File: config.mk
export PLATFORM = sky130hd
export DESIGN_NAME = mu0_sequencer
export DESIGN_NICKNAME = d
export VERILOG_FILES = /design/src/rtl/mu0_pkg.sv /design/src/rtl/mu0_retire_counter.sv /design/src/rtl/mu0_sequencer.sv
export SDC_FILE = /design/constraint.sdc
export NUM_CORES = 1
export LEC_CHECK = 0
export BUFFER_PORTS_ARGS = -buffer_cell sky130_fd_sc_hd__buf_2
export CAP_MARGIN = 20
export CORE_ASPECT_RATIO = 0.75
export CORE_UTILIZATION = 52
export CTS_BUF_LIST = sky130_fd_sc_hd__clkbuf_4 sky130_fd_sc_hd__clkbuf_8
export DETAILED_ROUTE_END_ITERATION = 8
export PLACE_DENSITY = 0.95
export RECOVER_POWER = 100
export SETUP_SLACK_MARGIN = 0.5
export SLEW_MARGIN = 20
export SYNTH_ARGS = -nofsm -noshare
export SYNTH_HDL_FRONTEND = slang
export SYNTH_HIERARCHICAL = 1
export SYNTH_SLANG_ARGS = --single-unit
File: constraint.sdc
create_clock -name clk_i -period 3.9 [get_ports clk_i]
set_input_delay 0.585 -clock clk_i [delete_from_list [all_inputs] [get_ports clk_i]]
set_output_delay 0.585 -clock clk_i [all_outputs]
set_load 0.02 [all_outputs]
File: src/rtl/mu0_pkg.sv
// Shared MU0/ARMish definitions: sequencer states and opcode constants used by decode.
package mu0_pkg;

  typedef enum logic [2:0] {
    StIdle,
    StFetch,
    StExec1,
    StExec2,
    StHalt
  } mu0_state_e;

  localparam logic [3:0] OP_LDA = 4'h0;
  localparam logic [3:0] OP_STO = 4'h1;
  localparam logic [3:0] OP_ADD = 4'h2;
  localparam logic [3:0] OP_SUB = 4'h3;
  localparam logic [3:0] OP_JMP = 4'h4;
  localparam logic [3:0] OP_JGE = 4'h5;
  localparam logic [3:0] OP_JNE = 4'h6;
  localparam logic [3:0] OP_STP = 4'h7;
  localparam logic [3:0] OP_LDI = 4'h8;
  localparam logic [3:0] OP_LSR = 4'hA;
  localparam logic [3:0] OP_ASR = 4'hB;

  localparam logic [1:0] ARMISH_PREFIX = 2'b11;

  function automatic logic is_stp(input logic [15:0] ir);
    return ir[15:12] == OP_STP;
  endfunction

endpackage

File: src/rtl/mu0_retire_counter.sv
// 16-bit wrapping retired-instruction counter with count enable.
module mu0_retire_counter (
  input  logic        clk_i,
  input  logic        rst_ni,
  input  logic        en_i,
  output logic [15:0] count_o
);

  logic [15:0] count_q, count_d;

  always_comb begin
    count_d = count_q;
    if (en_i) count_d = count_q + 16'd1;
  end

  always_ff @(posedge clk_i or negedge rst_ni) begin
    if (!rst_ni) count_q <= 16'h0000;
    else         count_q <= count_d;
  end

  assign count_o = count_q;

endmodule

File: src/rtl/mu0_sequencer.sv
// MU0 phase sequencer: FETCH/EXEC1/EXEC2 strobes, IR, skip flag, run/step/halt control.
// Optional retired-instruction counter enabled by defining MU0_SEQ_RETIRE_CNT_EN.
module mu0_sequencer
  import mu0_pkg::*;
(
  input  logic        clk_i,
  input  logic        rst_ni,
  input  logic        run_i,
  input  logic        step_i,
  input  logic [15:0] mem_q_i,
  input  logic        extra_i,
  input  logic        skip_set_i,
  output logic        fetch_o,
  output logic        exec1_o,
  output logic        exec2_o,
  output logic [15:0] ir_o,
  output logic        skipstatus_o,
`ifdef MU0_SEQ_RETIRE_CNT_EN
  output logic [15:0] retired_o,
`endif
  output logic        halted_o
);

  mu0_state_e  state_q, state_d;
  logic [15:0] ir_q, ir_d;
  logic        skip_q, skip_d;
  logic        step_q, step_d;
  logic        halted_q, halted_d;
  logic        fetch_q, exec1_q, exec2_q;
  logic        inst_end;

  always_comb begin
    state_d  = state_q;
    ir_d     = ir_q;
    skip_d   = skip_q;
    step_d   = step_q;
    halted_d = halted_q;
    inst_end = 1'b0;

    unique case (state_q)
      StIdle: begin
        if (run_i) begin
          state_d = StFetch;
        end else if (step_i && !step_q) begin
          state_d = StFetch;
          step_d  = 1'b1;
        end
      end
      StFetch: begin
        state_d = StExec1;
        ir_d    = mem_q_i;
      end
      StExec1: begin
        // A skipped STP falls through as an ordinary one-exec-cycle instruction.
        if (is_stp(ir_q) && !skip_q) begin
          state_d  = StHalt;
          halted_d = 1'b1;
        end else if (extra_i) begin
          state_d = StExec2;
        end else begin
          inst_end = 1'b1;
        end
      end
      StExec2: inst_end = 1'b1;
      StHalt:  state_d = StHalt;
      default: state_d = StIdle;
    endcase

    if (inst_end) begin
      state_d = run_i ? StFetch : StIdle;
      step_d  = 1'b0;
      skip_d  = skip_set_i;
    end
  end

  // Strobes are registered from the next state so they are clean for the whole cycle.
  always_ff @(posedge clk_i or negedge rst_ni) begin
    if (!rst_ni) begin
      state_q  <= StIdle;
      ir_q     <= 16'h0000;
      skip_q   <= 1'b0;
      step_q   <= 1'b0;
      halted_q <= 1'b0;
      fetch_q  <= 1'b0;
      exec1_q  <= 1'b0;
      exec2_q  <= 1'b0;
    end else begin
      state_q  <= state_d;
      ir_q     <= ir_d;
      skip_q   <= skip_d;
      step_q   <= step_d;
      halted_q <= halted_d;
      fetch_q  <= (state_d == StFetch);
      exec1_q  <= (state_d == StExec1);
      exec2_q  <= (state_d == StExec2);
    end
  end

  assign fetch_o      = fetch_q;
  assign exec1_o      = exec1_q;
  assign exec2_o      = exec2_q;
  assign ir_o         = ir_q;
  assign skipstatus_o = skip_q;
  assign halted_o     = halted_q;

`ifdef MU0_SEQ_RETIRE_CNT_EN
  mu0_retire_counter u_retire_cnt (
    .clk_i   (clk_i),
    .rst_ni  (rst_ni),
    .en_i    (inst_end),
    .count_o (retired_o)
  );
`endif

endmodule

==> metrics.md, run 1 <==
| Metric | Value |
|---|---|
| Fin nets | 138 |
| Rows | 13 |
| Worst path max stage delay | 0.75 ns |
| Worst min path class | primary input to register |
| Slew headroom | between 15 and 20% |
| Final core utilization | between 60% and 70% |
| Skew final | a little over 0.006 ns |
| Core Region | 1770 sq um |
| PwrDens | around 860 nW/um^2 |
| Critical Path Source Type | register |
| CTS tree | yes |
| Synth area leader | dfrtp_1 |
| Post-synthesis register bit count | 25 |
| Router iterations before antenna repair | 4 |
| WL final | 2.01 mm |
| Input/output buffers | 42 |
| Post-Syn Instances | ~70 |
| Vias in the first global route | between 600 and 700 |
| Req. time, crit path | roughly 4.1 ns |
| Clk pin slew, worst setup/hold paths | about 0.12 ns |
| Status | complete, no violations |
| Total number of H-tree levels | 1 |
| CP Class | register to register |
| Clock Sink Count | 25 |
| Cell area after synthesis | 1000 sq um |
| Total I/O pin count | 43 |
| Reg2reg setup slack | between 2 and 2.5 ns |
| Max Freq | approximately 0.56 GHz |
| Routed via count | about 720 |
| Vias per cell | about 5.3 |
| P_leak | ~0.00056 uW |
| Area contributors post-synth | dfrtp_1 (62%), mux2_1 (10%), mux2_2 (7.9%) |
| Top-count cell post-synth | dfrtp_1 |
| CTS resizes | 0 |
| Fraction of layout cells with a size suffix above 1 | between 20% and 30% |
| CTS Buf Count | 3 |
| Distinct cell type count after synthesis | 22 |
| Initial DRC Count | 14 |
| Largest net degree at the start of global routing | 26 |
| Post-synth top flop | dfrtp_1 |
| Placed cells | about 130 |
| GRT Total Usage | between 20% and 30% |
| Setup TNS | 0 ns |
| Die Height | ~40 microns |
| Drt wl/cell | approximately 15 microns |
| Die area | between 2000 and 2500 sq um |
| Starting Density | approximately 57% |
| Number of synthesized flops with an enable pin | 0 |
| # setup viols final | 0 |
| Crit path max fanout | 18 |
| Detailed Place HPWL | about 1.6 mm |
| CP cell instances | nor3b_4 -> mux2_2 |
| CP Capture Type | register |
| Filler-free cell count of the finished design | approximately 140 |
| ANT cells | 0 |
| Root Driver | clkbuf_4 |
| Slew @ Worst Pin | between 1 and 1.5 ns |
| Final worst-path cycle share | roughly 46% |
| Area Overhead vs Synth | 22.3% |
| DRC violations left | 0 |
| Clock Tree Buf Depth | 2 |
| Top cells by count, synth | dfrtp_1 (25), mux2_1 (9), mux2_2 (7) |
| Cts hold-fix bufs | 0 |
| Fillers | between 100 and 150 |
| RSZ-0062 raised after global routing | false |
| Max Cap Viol | 0 |
| Global-route wire length before repair | ~2.9 mm |
| Yosys warnings | 6 |
| Final Hold Vio Count | 0 |
| Sequential area share after synthesis | 62.3% |
| Routability cong. | between 0.6 and 0.7 |
| Syn_area_per_cell | about 14 sq um |
| Syn nets | 94 |
| Grt ovf | 0 |
| Top cell type's share of synthesized area | a little over 60% |
| Ys async rst share | between 90% and 100% |
| CP delay by family, top | simple AND/OR/NAND/NOR gates |
| Die span in x | between 50 and 60 microns |
| Setup Fix Bufs, Post-CTS | 0 |
| Initial antenna violation count | 0 |
| Fin. max-slew vios | 0 |
| Worst path arrival time | roughly 2.0 ns |
| Worst-Skew Late Latency | between 0.3 and 0.4 ns |
| CP max-delay cell | nor3b_4 |
| Final Critical Period | around 1.8 ns |
| Worst path bufs/invs | 0 |
| Antenna Nets Post-Route | 0 |
| Worst VDD drop | between 0.5 and 0.6 mV |
## metrics by stage
stage / hold slack [ns] / total power [uW] / setup slack [ns] / instance area (sq um)
2_1_floorplan: 0.289 / 814 / 2.31 / 1000
3_3_place_gp: 0.449 / 950 / 1.91 / 1230
3_5_place_dp: 0.451 / 988 / 2.12 / 1230
4_1_cts: 0.237 / 1100 / 2.11 / 1260
5_1_grt: 0.460 / 1130 / 2.02 / 1230
6_report: 0.473 / 1060 / 2.11 / 1230
## kinds of logic (layout without fill, tap and decap cells)
family                 count (synthesis)  in the layout  synth area share [%]
AND/OR/NAND/NOR                       17             17                  11.6
multiplexers                          16             16                  18.0
buffers and inverters                  5             48                  2.49
flip-flops                            25             25                  62.3
AO/OA/AOI/OAI                          9              9                  5.61
## power by group
part           switching, uW  leakage [uW]  internal [uW]
sequential              82.7      0.000303            382
clock                   70.2     0.0000184           47.0
combinational            289      0.000244            188
total                    442      0.000565            617
## worst paths after layout
check,from,endpoint,cells past startpoint
setup / recovery,state_q[0],ir_o[12],2
hold / removal,mem_q_i[4],ir_o[4],2
setup reg to reg,state_q[0],ir_o[12],2
hold reg to reg,halted_o,halted_o,1
max in group asynchronous,rst_ni,state_q[0],1
min in group asynchronous,rst_ni,ir_o[15],1
## routing by layer
layer | GRT usage [%] | part of all wire [%] | vias up
met2 | 35.8 | 49 | 32
met3 | 7.20 | 6.5 | 8
met5 | 0 | 0 | -
li1 | - | - | 344
met1 | 23.5 | 40 | 338
met4 | 13.2 | 4.1 | 0
## state kept, by name, indices dropped and copies added (netlist names)
name,flops
ir_o,16
state_q,3
exec1_o,1
exec2_o,1
fetch_o,1
halted_o,1
skipstatus_o,1
step_q,1
## cells in the final DEF, fill, tap and decap left out
cell and n:
inv_1 2, nor4_1 1, o21ai_0 2, a31o_1 1, mux2_2 7, nor3b_1 1, clkbuf_4 4, mux2_1 9
or4b_1 1, and4_1 1, a21oi_1 4, clkbuf_1 22, and3_1 1, nor3_1 1, nor2b_1 2, nor4b_1 1
nor2_1 1, a32o_1 1, nor3b_4 1, nand2_1 3, buf_2 20, a21o_1 1, nand2b_1 3, dfrtp_1 25
## area by class of cell
class	count	area [sq um]	share of cell area [%]
sequential	25	626	51.0
multi-input combinational	42	354	28.8
timing repair buffer	42	183	14.9
clock buffer	4	30.0	2.45
tap	22	27.5	2.24
inverter	2	7.51	0.612
No activity file was read; power rests on OpenSTA's default activity.
==> inputs of run 2 (changes only) <==
CORE_UTILIZATION = 48   (was 52)
PLACE_DENSITY = 0.9   (was 0.95)
clock period = 1.75 ns   (was 3.9 ns; I/O delays follow)
==> run 2 against run 1 <==
  * First-iteration DRC count increased by 36%
  * Hold slack worse by 0.32 ns
  * Worst setup slack got worse by 2.0 ns
  * Register-to-register slack worse by 2.0 ns
  * Total power grew to 3.0 times the previous value
  * Clock power increased by 130%
  * Sequential share of layout area decreased by 9.0 points
  * Critical path depth up 3
  * Global-route usage rose by 8.0 points
  * Largest cell class unchanged
  * Core utilization increased by 13 points
==> metrics.md, run 2 (synthesized netlist as in run 1, its figures left out) <==
| Metric | Value |
|---|---|
| P_leak | 0.000709 uW (+26%) |
| R2R depth | 5 (+3) |
| Final Hold Vio Count | 0 (unchanged) |
| GRT Total Usage | 29.1% (+8.0 points) |
| Max Cap Viol | 0 (unchanged) |
| Crit path max fanout | 5 (-13) |
| Total I/O pin count | 43 (unchanged) |
| Setup TNS | 0 ns (unchanged) |
| WL final | 3.10 mm (+55%) |
| Drt wl/cell | 20.0 microns (+37%) |
| Worst-Skew Late Latency | 0.32 ns (about the same) |
| ANT cells | 0 (unchanged) |
| Largest net degree at the start of global routing | 26 (unchanged) |
| Clock Tree Buf Depth | 2 (unchanged) |
| Routability cong. | 0.781 (+12%) |
| Fillers | 124 (-8.8%) |
| Worst VDD drop | 1.54 mV (+190%) |
| Starting Density | 54.6% (-2.0 points) |
| PwrDens | 2080 nW/um^2 (+140%) |
| CP Capture Type | register |
| CP Class | register to register |
| Total number of H-tree levels | 1 (unchanged) |
| # setup viols final | 0 (unchanged) |
| Initial antenna violation count | 0 (unchanged) |
| CTS Buf Count | 3 (unchanged) |
| Core Region | 1840 sq um (+3.7%) |
| Most common cell after layout, fill and taps aside | clkbuf_1 |
| Fraction of layout cells with a size suffix above 1 | 45.9% (+18 points) |
| Fin. max-slew vios | 0 (unchanged) |
| Slew headroom | 58.4% (+42 points) |
| Final worst-path cycle share | 92.6% (+47 points) |
| Die span in x | 54.8 microns (+3.9%) |
| Final core utilization | 82.1% (+13 points) |
| Clock Sink Count | 25 (unchanged) |
| Global-route wire length before repair | 4.39 mm (+50%) |
| Worst path arrival time | 1.83 ns (-0.17 ns) |
| Grt ovf | 0 (unchanged) |
| Area Overhead vs Synth | 50.4% |
| Hold depth | 2 (unchanged) |
| Initial DRC Count | 19 (+5) |
| DRC violations left | 0 (unchanged) |
| Routed via count | 876 (+21%) |
| Commonest cells after routing, fill and taps aside | clkbuf_1 (23), buf_2 (20), dfrtp_1 (19) |
| Vias per cell | 5.65 (+7.2%) |
| Placed cells | 134 (+0.75%) |
| Req. time, crit path | 1.96 ns (-2.15 ns) |
| Clk pin slew, worst setup/hold paths | 0.13 ns (about the same) |
| Status | complete, no violations |
| Critical Path Source Type | register |
| Worst min path class | primary input to register |
| Skew final | 0.0102 ns (+0.00416 ns) |
| Overall power | 3150 uW (+200%) |
| Die Height | 41.6 microns (+3.9%) |
| Rows | 13 (unchanged) |
| CTS tree | yes |
| Max Freq | 0.617 GHz (+10%) |
| Filler-free cell count of the finished design | 155 (+13%) |
| Die area | 2280 sq um (+7.9%) |
| Slew @ Worst Pin | 0.624 ns (-0.631 ns) |
| Number of flip-flops in the largest register | 16 (unchanged) |
| RSZ-0062 raised after global routing | true |
| Post-DP Area | 1280 sq um (+3.9%) |
| Fin area | 1510 sq um (+23%) |
| Input/output buffers | 42 (unchanged) |
| Router iterations before antenna repair | 4 (unchanged) |
| Fin nets | 156 (+13%) |
| Root Driver | clkbuf_4 |
| Final Critical Period | 1.62 ns (-0.170 ns) |
| Vias in the first global route | 881 (+33%) |
| Antenna Nets Post-Route | 0 (unchanged) |
-- run 2: worst paths after layout --
path | start | endpoint | slack, ns
max | state_q[1] | ir_o[13] | 0.13
min | mem_q_i[14] | ir_o[14] | 0.15
max reg2reg | state_q[1] | ir_o[13] | 0.13
min reg2reg | halted_o | halted_o | 0.50
max in group asynchronous | rst_ni | ir_o[15] | 0.84
min in group asynchronous | rst_ni | ir_o[1] | 0.47
-- run 2: power by group --
group,internal [uW],total [uW],switching (uW)
clock network,105,272,167
logic,914,1850,936
registers,863,1020,160
-- run 2: what timing repair did --
action | CTS | global route
pin swaps | 1 | 2
setup buffers | 11 | 2
cloned | 3 | 0
hold buffers | 1 | 0
resized for setup | 20 | 7
setup endpoints to repair | 24 | 26
hold endpoints to repair | 25 | 0
-- run 2: layer usage --
layer  global-route usage (%)  wire length, microns  vias up
met5                        0                     0        -
met1                     34.1                  1260      443
li1                         -                     -      379
met3                     8.06                   157       11
met4                     10.8                   101        0
met2                     49.2                  1580       43
-- run 2: critical path, stage by stage, from the launching register on --
cell      delay, ns
dfrtp_2        0.46
nor3b_4        0.24
clkbuf_1       0.23
buf_6          0.14
buf_12         0.11
mux2_1         0.33
-- run 2: layout make-up --
| cell class | count | area [sq um] | share of cell area, % |
|---|---|---|---|
| inverters | 2 | 7.51 | 0.498 |
| flip-flops and latches | 25 | 633 | 42.0 |
| repair buffers | 60 | 390 | 25.9 |
| well taps | 22 | 27.5 | 1.82 |
| multi-input cells | 42 | 420 | 27.9 |
| clock buffers | 4 | 30.0 | 1.99 |
-- run 2: metrics by stage --
| stage | hold WS, ns | worst slack (ns) |
|---|---|---|
| after floorplan | -0.0331 | 0.213 |
| after global placement | 0.266 | 0.276 |
| after detailed placement | 0.282 | 0.188 |
| after CTS | 0.157 | 0.210 |
| after global routing | 0.146 | 0.104 |
| final | 0.151 | 0.129 |
==> inputs of run 3 (changes only) <==
CELL_PAD_IN_SITES_DETAIL_PLACEMENT = 1   (was not set)
CELL_PAD_IN_SITES_GLOBAL_PLACEMENT = 1   (was not set)
CORE_UTILIZATION = 37   (was 48)
PLACE_DENSITY = 0.79   (was 0.9)
REMOVE_ABC_BUFFERS = 1   (was not set)
==> run 3 against run 2 <==
  * Non-clock buffer count shrank 6
  * Sequential share of layout area grew 3.8 points
  * Largest cell class unchanged
  * Die area grew 28%
  * Cell count grew 3.9%
==> metrics.md, run 3 (synthesized netlist as in run 1, its figures left out) <==
| Metric | Value |
|---|---|
| Initial antenna violation count | 0 (unchanged) |
| Crit path max fanout | 5 (unchanged) |
| CTS Buf Count | 3 (unchanged) |
| Die Height | 47.1 microns (+13%) |
| Worst path arrival time | 1.90 ns (+0.07 ns) |
| Setup TNS | 0 ns (unchanged) |
| GRT Total Usage | 19.8% (-9.3 points) |
| Total I/O pin count | 43 (unchanged) |
| Root Driver | clkbuf_4 |
| Vias per cell | 5.07 (-10%) |
| Total number of H-tree levels | 1 (unchanged) |
| Die area | 2930 sq um (+28%) |
| Skew final | 0.00614 ns (-0.00406 ns) |
| CTS tree | yes |
| Core Region | 2420 sq um (+32%) |
| HP Start | mem_q_i[6] |
| WL final | 2.81 mm (-9.2%) |
| CP most frequent cell | nor2b_1 |
| CP Class | register to register |
| Critical Path Source Type | register |
| Multi-input logic area | 393 sq um (-6.5%) |
| Number of flip-flops in the largest register | 16 (unchanged) |
| CP cell instances | nor2b_1 -> nor2b_1 -> a31o_1 -> clkbuf_4 |
| RSZ-0062 raised after global routing | true |
| Slew headroom | 59.4% (+1.1 points) |
| DRC violations left | 0 (unchanged) |
| Rows | 15 (+2) |
| Beginning of the critical path | state_q[2] |
| Status | complete, no violations |
| Area Overhead vs Synth | 36.9% |
| # setup viols final | 0 (unchanged) |
| Commonest cells after routing, fill and taps aside | dfrtp_1 (23), clkbuf_1 (22), buf_2 (20) |
| Req. time, crit path | 2.03 ns (+0.07 ns) |
| Final Hold Vio Count | 0 (unchanged) |
| Worst-Skew Late Latency | 0.33 ns (about the same) |
| Detailed Place HPWL | 1.73 mm |
| Input/output buffers | 42 (unchanged) |
| Fraction of layout cells with a size suffix above 1 | 38.6% (-7.3 points) |
| Final Critical Period | 1.61 ns (-0.00646 ns) |
| Router iterations before antenna repair | 4 (unchanged) |
| Final worst-path cycle share | 92.3% (-0.37 points) |
| P_leak | 0.000646 uW (-8.9%) |
| Dpl ws | 0.140 ns (-0.0487 ns) |
| PwrDens | 1980 nW/um^2 (-4.9%) |
| Clock Tree Buf Depth | 2 (unchanged) |
| Max Cap Viol | 0 (unchanged) |
| Die span in x | 62.1 microns (+13%) |
| Clk pin slew, worst setup/hold paths | 0.14 ns (about the same) |
| Max Freq | 0.619 GHz (+0.40%) |
| Routed via count | 817 (-6.7%) |
| Starting Density | 41.4% (-13 points) |
| Initial DRC Count | 16 (-3) |
| Reg2reg start | state_q[2] |
| CP Capture Type | register |
| Routability cong. | 0.798 (+2.2%) |
| Clock Sink Count | 25 (unchanged) |
| Min setup slack post-route | 0.136 ns (+0.00646 ns) |
| Fin. max-slew vios | 0 (unchanged) |
| Fillers | 272 (+120%) |
| Slew @ Worst Pin | 0.608 ns (-0.0160 ns) |
| ANT cells | 0 (unchanged) |
| Drt wl/cell | 17.5 microns (-13%) |
| Most common cell after layout, fill and taps aside | dfrtp_1 |
| Fin nets | 150 (-3.8%) |
| CP delay by family, top | simple AND/OR/NAND/NOR gates |
| Worst VDD drop | 0.778 mV (-49%) |
| Antenna Nets Post-Route | 0 (unchanged) |
| Worst path max stage delay | 0.49 ns (+0.03 ns) |
| Largest net degree at the start of global routing | 26 (unchanged) |
| Register area | 628 sq um (-0.79%) |
| Grt ovf | 0 (unchanged) |
| Global-route wire length before repair | 4.15 mm (-5.5%) |
| Worst path bufs/invs | 1 (-2) |
| Vias in the first global route | 831 (-5.7%) |
| CP max-delay cell | dfrtp_1 |
| Worst min path class | primary input to register |
==> run 3: final timing paths <==
check	to	slack, ns	cells after the start
max in group asynchronous	state_q[1]	0.86	2
max reg2reg	state_q[1]	0.14	4
min reg2reg	halted_o	0.49	1
min	ir_o[6]	0.14	2
min in group asynchronous	fetch_o	0.46	2
max	state_q[1]	0.14	4
==> run 3: cell type report <==
class	instances	area share, %
multi-input cells	42	28.6
well taps	34	3.10
inverters	2	0.546
flip-flops and latches	25	45.7
repair buffers	54	20.0
clock inverters	1	0.364
clock buffers	3	1.64
==> run 3: what timing repair did <==
action                                  in CTS  in global routing
gates resized for setup                     24                  7
gates cloned                                 1                  0
buffers inserted                             8                  0
hold endpoints to repair                    25                  0
endpoints found under the setup margin      24                 28
hold buffers                                 1                  0
pin swaps                                    6                  2
==> run 3: layer usage <==
layer	vias up	track usage, %	share of wire (%)
met5	-	0	0
met4	0	8.37	1.4
li1	363	-	-
met2	31	36.5	52
met3	5	5.83	6.2
met1	418	22.7	41
==> run 3: where the power goes <==
part	leakage [uW]	internal, uW	total (uW)	switching [uW]
sequential	0.000300	856	1020	169
combinational	0.000328	639	1430	794
clock	0.0000177	85.9	265	179
==> run 3: per-stage QoR <==
stage | instances | hold slack (ns) | power (uW) | cell area [sq um] | util (%)
3_5_place_dp | 147 | 0.282 | 2230 | 1260 | 52.0
3_3_place_gp | 147 | 0.274 | 2170 | 1260 | 52.0
4_1_cts | 161 | 0.138 | 2950 | 1450 | 59.8
6_report | 161 | 0.138 | 2720 | 1370 | 56.7
5_1_grt | 161 | 0.138 | 2860 | 1370 | 56.7
2_1_floorplan | 69 | -0.0331 | 1780 | 986 | -
